===== src/rtl/seg7_scan_driver.sv =====
// Time-multiplexed N-digit 7-segment driver with double-buffered display value.
// Optional leading-zero blanking: define SEG7_LEAD_ZERO_BLANK_EN.
module seg7_scan_driver #(
   parameter int NUM_DIGITS  = 4,
   parameter int REFRESH_DIV = 50000,
   parameter int DIV_WIDTH   = 16,
   parameter int HEX_MODE    = 0
) (
   input  logic                    clk,
   input  logic                    rst_n,
   input  logic                    enable,
   input  logic                    load,
   input  logic [4*NUM_DIGITS-1:0] bcd_in,
   input  logic [NUM_DIGITS-1:0]   dp_in,
   output logic                    load_pending,
   output logic                    frame_done,
   output logic [6:0]              seg_out,
   output logic                    dp_out,
   output logic [NUM_DIGITS-1:0]   an_out
);

   localparam int IDX_W = (NUM_DIGITS > 1) ? $clog2(NUM_DIGITS) : 1;
   localparam logic [DIV_WIDTH-1:0] DIV_LAST = DIV_WIDTH'(REFRESH_DIV - 1);
   localparam logic [IDX_W-1:0] IDX_LAST = IDX_W'(NUM_DIGITS - 1);
   localparam bit HEX = (HEX_MODE != 0);

   logic [DIV_WIDTH-1:0]    div_q;
   logic [IDX_W-1:0]        idx_q;
   logic [4*NUM_DIGITS-1:0] disp_q;
   logic [4*NUM_DIGITS-1:0] shad_q;
   logic [NUM_DIGITS-1:0]   ddp_q;
   logic [NUM_DIGITS-1:0]   sdp_q;
   logic                    pend_q;
   logic                    tick;
   logic                    boundary;
   logic [3:0]              nib;
   logic                    dp_sel;
   logic                    blank;
   logic [NUM_DIGITS-1:0]   an_n;

   function automatic logic [6:0] dec(input logic [3:0] v);
      logic [6:0] s;
      case (v)
         4'd0: s = 7'b0000001;
         4'd1: s = 7'b1001111;
         4'd2: s = 7'b0010010;
         4'd3: s = 7'b0000110;
         4'd4: s = 7'b1001100;
         4'd5: s = 7'b0100100;
         4'd6: s = 7'b0100000;
         4'd7: s = 7'b0001111;
         4'd8: s = 7'b0000000;
         4'd9: s = 7'b0000100;
         default: begin
            s = 7'b1111111;
            if (HEX) begin
               case (v)
                  4'ha: s = 7'b0001000;
                  4'hb: s = 7'b1100000;
                  4'hc: s = 7'b0110001;
                  4'hd: s = 7'b1000010;
                  4'he: s = 7'b0110000;
                  4'hf: s = 7'b0111000;
                  default: s = 7'b1111111;
               endcase
            end
         end
      endcase
      return s;
   endfunction

   assign tick         = enable && (div_q == DIV_LAST);
   assign boundary     = tick && (idx_q == IDX_LAST);
   assign frame_done   = boundary;
   assign load_pending = pend_q;

   always_ff @(posedge clk or negedge rst_n) begin
      if (!rst_n) begin
         div_q <= '0;
         idx_q <= '0;
      end else if (!enable) begin
         div_q <= '0;
         idx_q <= '0;
      end else if (tick) begin
         div_q <= '0;
         idx_q <= boundary ? '0 : idx_q + IDX_W'(1);
      end else begin
         div_q <= div_q + DIV_WIDTH'(1);
      end
   end

   // Display only changes between frames, or at once while dark.
   always_ff @(posedge clk or negedge rst_n) begin
      if (!rst_n) begin
         disp_q <= '0;
         shad_q <= '0;
         ddp_q  <= '0;
         sdp_q  <= '0;
         pend_q <= 1'b0;
      end else if (!enable || boundary) begin
         if (load) begin
            disp_q <= bcd_in;
            ddp_q  <= dp_in;
         end else if (pend_q) begin
            disp_q <= shad_q;
            ddp_q  <= sdp_q;
         end
         pend_q <= 1'b0;
      end else if (load) begin
         shad_q <= bcd_in;
         sdp_q  <= dp_in;
         pend_q <= 1'b1;
      end
   end

   always_comb begin
      nib    = 4'd0;
      dp_sel = 1'b0;
      an_n   = '1;
      for (int i = 0; i < NUM_DIGITS; i++) begin
         if (idx_q == IDX_W'(i)) begin
            nib     = disp_q[4*i +: 4];
            dp_sel  = ddp_q[i];
            an_n[i] = 1'b0;
         end
      end
   end

`ifdef SEG7_LEAD_ZERO_BLANK_EN
   logic hi_nz;
   always_comb begin
      hi_nz = 1'b0;
      for (int i = 0; i < NUM_DIGITS; i++) begin
         if ((int'(idx_q) <= i) && (disp_q[4*i +: 4] != 4'd0))
            hi_nz = 1'b1;
      end
      blank = (idx_q != '0) && !hi_nz;
   end
`else
   assign blank = 1'b0;
`endif

   always_ff @(posedge clk or negedge rst_n) begin
      if (!rst_n) begin
         seg_out <= 7'b1111111;
         dp_out  <= 1'b1;
         an_out  <= '1;
      end else if (!enable) begin
         seg_out <= 7'b1111111;
         dp_out  <= 1'b1;
         an_out  <= '1;
      end else begin
         seg_out <= blank ? 7'b1111111 : dec(nib);
         dp_out  <= ~dp_sel;
         an_out  <= an_n;
      end
   end

endmodule


===== config.mk =====
export PLATFORM = sky130hd
export DESIGN_NAME = seg7_scan_driver
export DESIGN_NICKNAME = d
export VERILOG_FILES = /design/src/rtl/seg7_scan_driver.sv
export SDC_FILE = /design/constraint.sdc
export NUM_CORES = 1
export LEC_CHECK = 0
export ABC_CLOCK_PERIOD_IN_PS = 2200
export CAP_MARGIN = 20
export CELL_PAD_IN_SITES_DETAIL_PLACEMENT = 0
export CELL_PAD_IN_SITES_GLOBAL_PLACEMENT = 1
export CORE_ASPECT_RATIO = 0.5
export CORE_MARGIN = 5
export CORE_UTILIZATION = 40
export DETAILED_ROUTE_END_ITERATION = 10
export GPL_TIMING_DRIVEN = 0
export PLACE_DENSITY = 0.73
export SKIP_CTS_REPAIR_TIMING = 1
export SLEW_MARGIN = 20
export SYNTH_ARGS = -nofsm -noshare
export SYNTH_HDL_FRONTEND = slang
export SYNTH_SLANG_ARGS = --single-unit
export TNS_END_PERCENT = 100

===== constraint.sdc =====
create_clock -name clk -period 2.2 [get_ports clk]
set_input_delay 0.44 -clock clk [delete_from_list [all_inputs] [get_ports clk]]
set_output_delay 0.44 -clock clk [all_outputs]
set_load 0.01 [all_outputs]

# ---- Yosys cells after proc, flatten, opt, wreduce, memory -nomap -nowiden
# Memories as Yosys holds them, arrays and structs flattened.
# Index checks and enable logic that the tools add are counted.
dict set report word_totals {
  reg_bits 71
  word_cells 55
  romBits 112
  mem_count 1
}
dict set report classes {
  n_eq_ne 5
  n_bitwise 2
  mux 26
  n_addsub 2
  n_reduce_logical 9
}
# name words word_bits rd rd_clocked_by_memory_dff write_ports line
set mem_list {}
lappend mem_list {{(no name shown)} 16 7 1 0 0 43} ;# case (v)
# op count
set op_table {}
lappend op_table {{2-to-1 mux 16 bit} 4}
lappend op_table {{2-to-1 mux 4 bit} 7}
lappend op_table {{adder 16 x 1 -> 16 bit (second input constant)} 1}
lappend op_table {{== test 16 bit (second input constant)} 1}
lappend op_table {{2-to-1 mux 1 bit} 11}
lappend op_table {{2-to-1 mux 7 bit} 1}
lappend op_table {{2-to-1 mux 2 bit} 3}
lappend op_table {{== test 2 bit (second input constant)} 2}
lappend op_table {{AND reduction 2 bit} 2}
lappend op_table {{nonzero test 2 bit} 2}
lappend op_table {{adder 2 x 1 -> 2 bit (second input constant)} 1}
lappend op_table {{== test 2 x 1 -> 1 bit (second input constant)} 1}
lappend op_table {{logical AND 1 bit} 2}
lappend op_table {{zero test 2 bit} 1}
lappend op_table {{!= test 2 x 1 -> 1 bit (second input constant)} 1}
lappend op_table {{inverter 1 bit} 2}
lappend op_table {{zero test 1 bit} 1}
lappend op_table {{logical OR 1 bit} 1}

# ---- Logic depth before layout (Yosys ltp)
dict set report logic_depth {
  word_depth 7
  ltp_mapped 10
}

# ---- Least setup slack after synthesis
# Ideal clock, no wire load.
dict set report synth_path {
  path_kind {flip-flop to flip-flop}
  startpoint {register idx_q[1]}
  endpoint {register seg_out[5]}
  stages_incl_launch_ff 9
  slack_ns -0.016
  setup_time_ns 0.079
  path_buffers 1
  arrival_ns 2.137
  period_less_slack_ns 2.216
  cell_sequence {dfrtp_1 -> inv_1 -> ha_1 -> clkbuf_1 -> a211oi_1 -> a211oi_1 -> ha_1 -> o211a_1 -> o21ai_0}
}
dict set report synth_between {
  elab_chain_len 7
}
# item line
set synth_rtl {}
lappend synth_rtl {{start: declaration} 28} ;# logic [IDX_W-1:0] idx_q;
lappend synth_rtl {{start signal: assignment} 86} ;# idx_q <= boundary ? '0 : idx_q + IDX_W'(1);
lappend synth_rtl {{zero test 2 bit} 121} ;# if (idx_q == IDX_W'(i)) begin
lappend synth_rtl {{2-to-1 mux 4 bit (3 in series)} 121}
lappend synth_rtl {{2-to-1 mux 4 bit *} 121}
lappend synth_rtl {{memory read (16 x 7 bit) *} --}
lappend synth_rtl {{2-to-1 mux 7 bit *} 148} ;# end else if (!enable) begin
lappend synth_rtl {{end signal: assignment} 153} ;# seg_out <= blank ? 7'b1111111 : dec(nib);
lappend synth_rtl {{end: declaration} 17} ;# output logic [6:0] seg_out,
# Every way passes the cells marked *; elsewhere a longest branch is shown, timed or not.
# A chain may end at the register's enable or synchronous reset.

# ---- Worst setup path after layout
dict set report layout_path {
  startpoint {register div_q[13]}
  endpoint {register sdp_q[2]}
}
dict set report layout_between {
  elab_chain_len 6
}
# item line
set layout_rtl {}
lappend layout_rtl {{start: declaration} 27} ;# logic [DIV_WIDTH-1:0] div_q;
lappend layout_rtl {{start signal: assignment} 88} ;# div_q <= div_q + DIV_WIDTH'(1);
lappend layout_rtl {{== test 16 bit} 72} ;# assign tick = enable && (div_q == DIV_LAST);
lappend layout_rtl {{logical AND 1 bit} 72}
lappend layout_rtl {{logical AND 1 bit} 73} ;# assign boundary = tick && (idx_q == IDX_LAST);
lappend layout_rtl {{logical OR 1 bit} 100} ;# end else if (!enable || boundary) begin
lappend layout_rtl {{inverter 1 bit (no line)} --}
lappend layout_rtl {{AND reduction 2 bit (no line)} --}
lappend layout_rtl {{end signal: assignment} 111} ;# sdp_q <= dp_in;
lappend layout_rtl {{end: declaration} 32} ;# logic [NUM_DIGITS-1:0] sdp_q;
# Every way passes these cells.

==> results.toml <==
[floorplanning]
fp.dieW_um = 143
fp.dieArea_mm2 = 0.0110
die_y_um = 76.7
fp.coreArea_mm2 = 0.00868
start_util = 0.410
io_pins = 38
rows = 24

[finish]
area.growth.synth_to_final_pct = 31.5
fin_util = 0.539
drive_gt1_frac = 0.226
antenna-diode-count = 0
fin_nets = 432

[timing]
period_share = 1.02
min_period_ns = 2.25
drv_slew = 0
hold_viol = 0
fmax_ghz = 0.444
finalSetupViolCount = 20
rsz0062_at_grt = "true"
skew_ns = 0.00951
slew_headroom = 0.643
layout_setup_ws_ns = -0.0503
tightest_slew_ns = 0.532

[yosys]
yosys_warnings = 0
synth_edf_count = 0
syn_area_mm2 = 0.00356
muxShareOfSynthArea = 0.0834
yosys.area.top_type_share = 0.415
yosysTopAreaCell = "dfrtp_1"
synth_common_cells = "nand3_1, dfrtp_1, o21ai_0"
synth-xor-area-share = 0.0271
synth-seq-cells = 71
syn_inst = 339
synth_fa_ha_area_frac = 0.0387
synthArstFlopShare = 1.00
synth_fp_nets = 374
ys.flop_type = "dfrtp_1"
ys_seq_area_frac = 0.504
synth-simple-area-share = 0.204
yosys-top-cells-area = "dfrtp_1, nand3_1, dfstp_2, mux2_1, ha_1"
avgSynthCellArea_um2 = 10.5
synth_most_common_cell = "nand3_1"
synth_compound_gate_area_share = 0.0957
synth_cell_types = 46
synth_top_family_by_area = "simple AND/OR/NAND/NOR gates"

[pwr]
p_leak_nw = 1.98
p_total_w = 0.00342
vdd_drop_max_v = 0.000438
power_density_mw_per_mm2 = 732

[setup_path]
crit_path_end_kind = "register"
crit_path_start_kind = "register"
crit_required_ns = 2.40
crit_fanout = 10
critical_path_class = "reg -> reg"
critPathArrivalTime_ns = 2.46

[placement]
hpwl_um = 5860
io_buffers = 36
gp_congestion = 0.807

[cts]
cts_root_buffer = "clkbuf_16"
cts_inserted_buffers = 9
path_clk_slew_ns = 0.06
clockBufferDepth = 2
insertion_delay_ns = 0.33
clkSinkCount = 71
cts_tree = "built"
cts_max_level = 3

[global_routing]
met1_usage = 0.217
use_met2 = 0.234
overflow = 0
grt_start_max_net_pins = 47
grt_pass1_vias = 2781
antenna_found_initial = 0
top_usage_layer = "met2"
grt_pass1_wl_um = 13600
grtUsageMet3 = 0.0479
grt_use_total = 0.155

[drt]
first_iter_violations = 96
avgRoutedWirePerCell_um = 16.3
final_antenna_net_count = 0
vias = 2800
firstDrtPassIters = 4
drc = 0
via_per_inst = 5.39
wl_um = 8460

[status]
outcome = "finished with violations"
violations = "negative setup slack"

[job]
drv_cap = 0

[hold_path]
hp-class = "in -> async"
## cell usage in the layout (no fill, tap or decap), drive strengths merged, types with 2 or more instances in the layout
master	synthesis	layout
clkdlybuf4s50	0	34
nor2b	5	5
nor3	3	3
dfstp	12	12
mux2i	6	6
nor2	19	19
buf	8	22
nor4b	2	2
nand3b	4	4
or4b	2	2
a22oi	4	4
or3	2	2
dfrtp	59	59
nand2	15	15
o21ai	24	24
nand4	7	7
a21oi	4	4
o211a	2	2
xor2	4	4
a211oi	6	6
nor3b	3	3
and4	2	2
nand3	64	64
and3	4	4
a221o	2	2
nor4	3	3
inv	9	9
ha	11	11
mux2	21	21
clkinv	0	2
xnor2	7	7
clkbuf	15	27
## worst paths after layout
| kind | from | to | slack (ns) | depth (start not counted) |
|---|---|---|---|---|
| max in group asynchronous | rst_n | seg_out[0]$_DFF_PN1_ | 1.55 | 2 |
| setup / recovery | div_q[13]$_DFF_PN0_ | sdp_q[2]$_DFFE_PN0P_ | -0.05 | 5 |
| setup reg to reg | div_q[13]$_DFF_PN0_ | sdp_q[2]$_DFFE_PN0P_ | -0.05 | 5 |
| min in group clk | shad_q[5]$_DFFE_PN0P_ | shad_q[5]$_DFFE_PN0P_ | 0.49 | 1 |
| hold reg to reg | shad_q[5]$_DFFE_PN0P_ | shad_q[5]$_DFFE_PN0P_ | 0.49 | 1 |
| hold / removal | rst_n | sdp_q[3]$_DFFE_PN0P_ | 0.02 | 1 |
## state kept, by name, summed over array words and instances (netlist names)
| signal | cells |
|---|---|
| idx_q | 2 |
| an_out | 4 |
| seg_out | 7 |
| sdp_q | 4 |
| shad_q | 16 |
| ddp_q | 4 |
| dp_out | 1 |
| div_q | 16 |
| load_pending | 1 |
| disp_q | 16 |
## metal layers
metal | part of all wire | up-vias
met2 | 0.47 | 55
met5 | 0 | -
met1 | 0.48 | 1391
li1 | - | 1350
met4 | 0.0063 | 0
met3 | 0.043 | 4
## worst max-delay path: stages, from the launching register on
cell and delay, ns:
dfrtp_2 0.44, or4b_4 0.56, o41a_1 0.50, nand2_4 0.16, buf_12 0.15, mux2_1 0.32
## report_power, final
part	total [W]	switching, W	leakage, nW	internal [W]
clock	0.00130	0.000507	0.131	0.000791
sequential	0.00154	0.0000788	0.862	0.00147
combinational	0.000580	0.000275	0.987	0.000306
## cells by family after synthesis
kind of cell | count (synthesis)
and+or+nand+nor | 137
DFF | 71
AOI/OAI and AO/OA | 50
buffers and inverters | 32
muxes | 27
xor gates and xnor gates | 11
adders and majority gates | 11
## cell type report
cell class / count / area, um^2
Buffer: 23 / 156
Clock buffer: 14 / 254
Clock inverter: 2 / 10.0
Fill cell: 763 / 4000
Inverter: 9 / 33.8
Multi-Input combinational cell: 236 / 1790
Sequential cell: 71 / 1800
Tap cell: 117 / 146
Timing Repair Buffer: 47 / 489
## through the flow
stage               instances  hold slack (ns)  area (um^2)  worst slack, ns  setup TNS, ns
finish                    519           0.0207         4670          -0.0503         -0.689
global route              519           0.0443         4670           -0.100          -1.47
CTS                       509           0.0257         4350           -0.686          -7.70
detailed placement        493            0.378         4090           -0.324          -6.54
global placement          492            0.469         4070            -1.62        -109.99
floorplan                 339            0.144         3560           0.0512              0
Note: power is estimated with default switching activity, not from simulation.
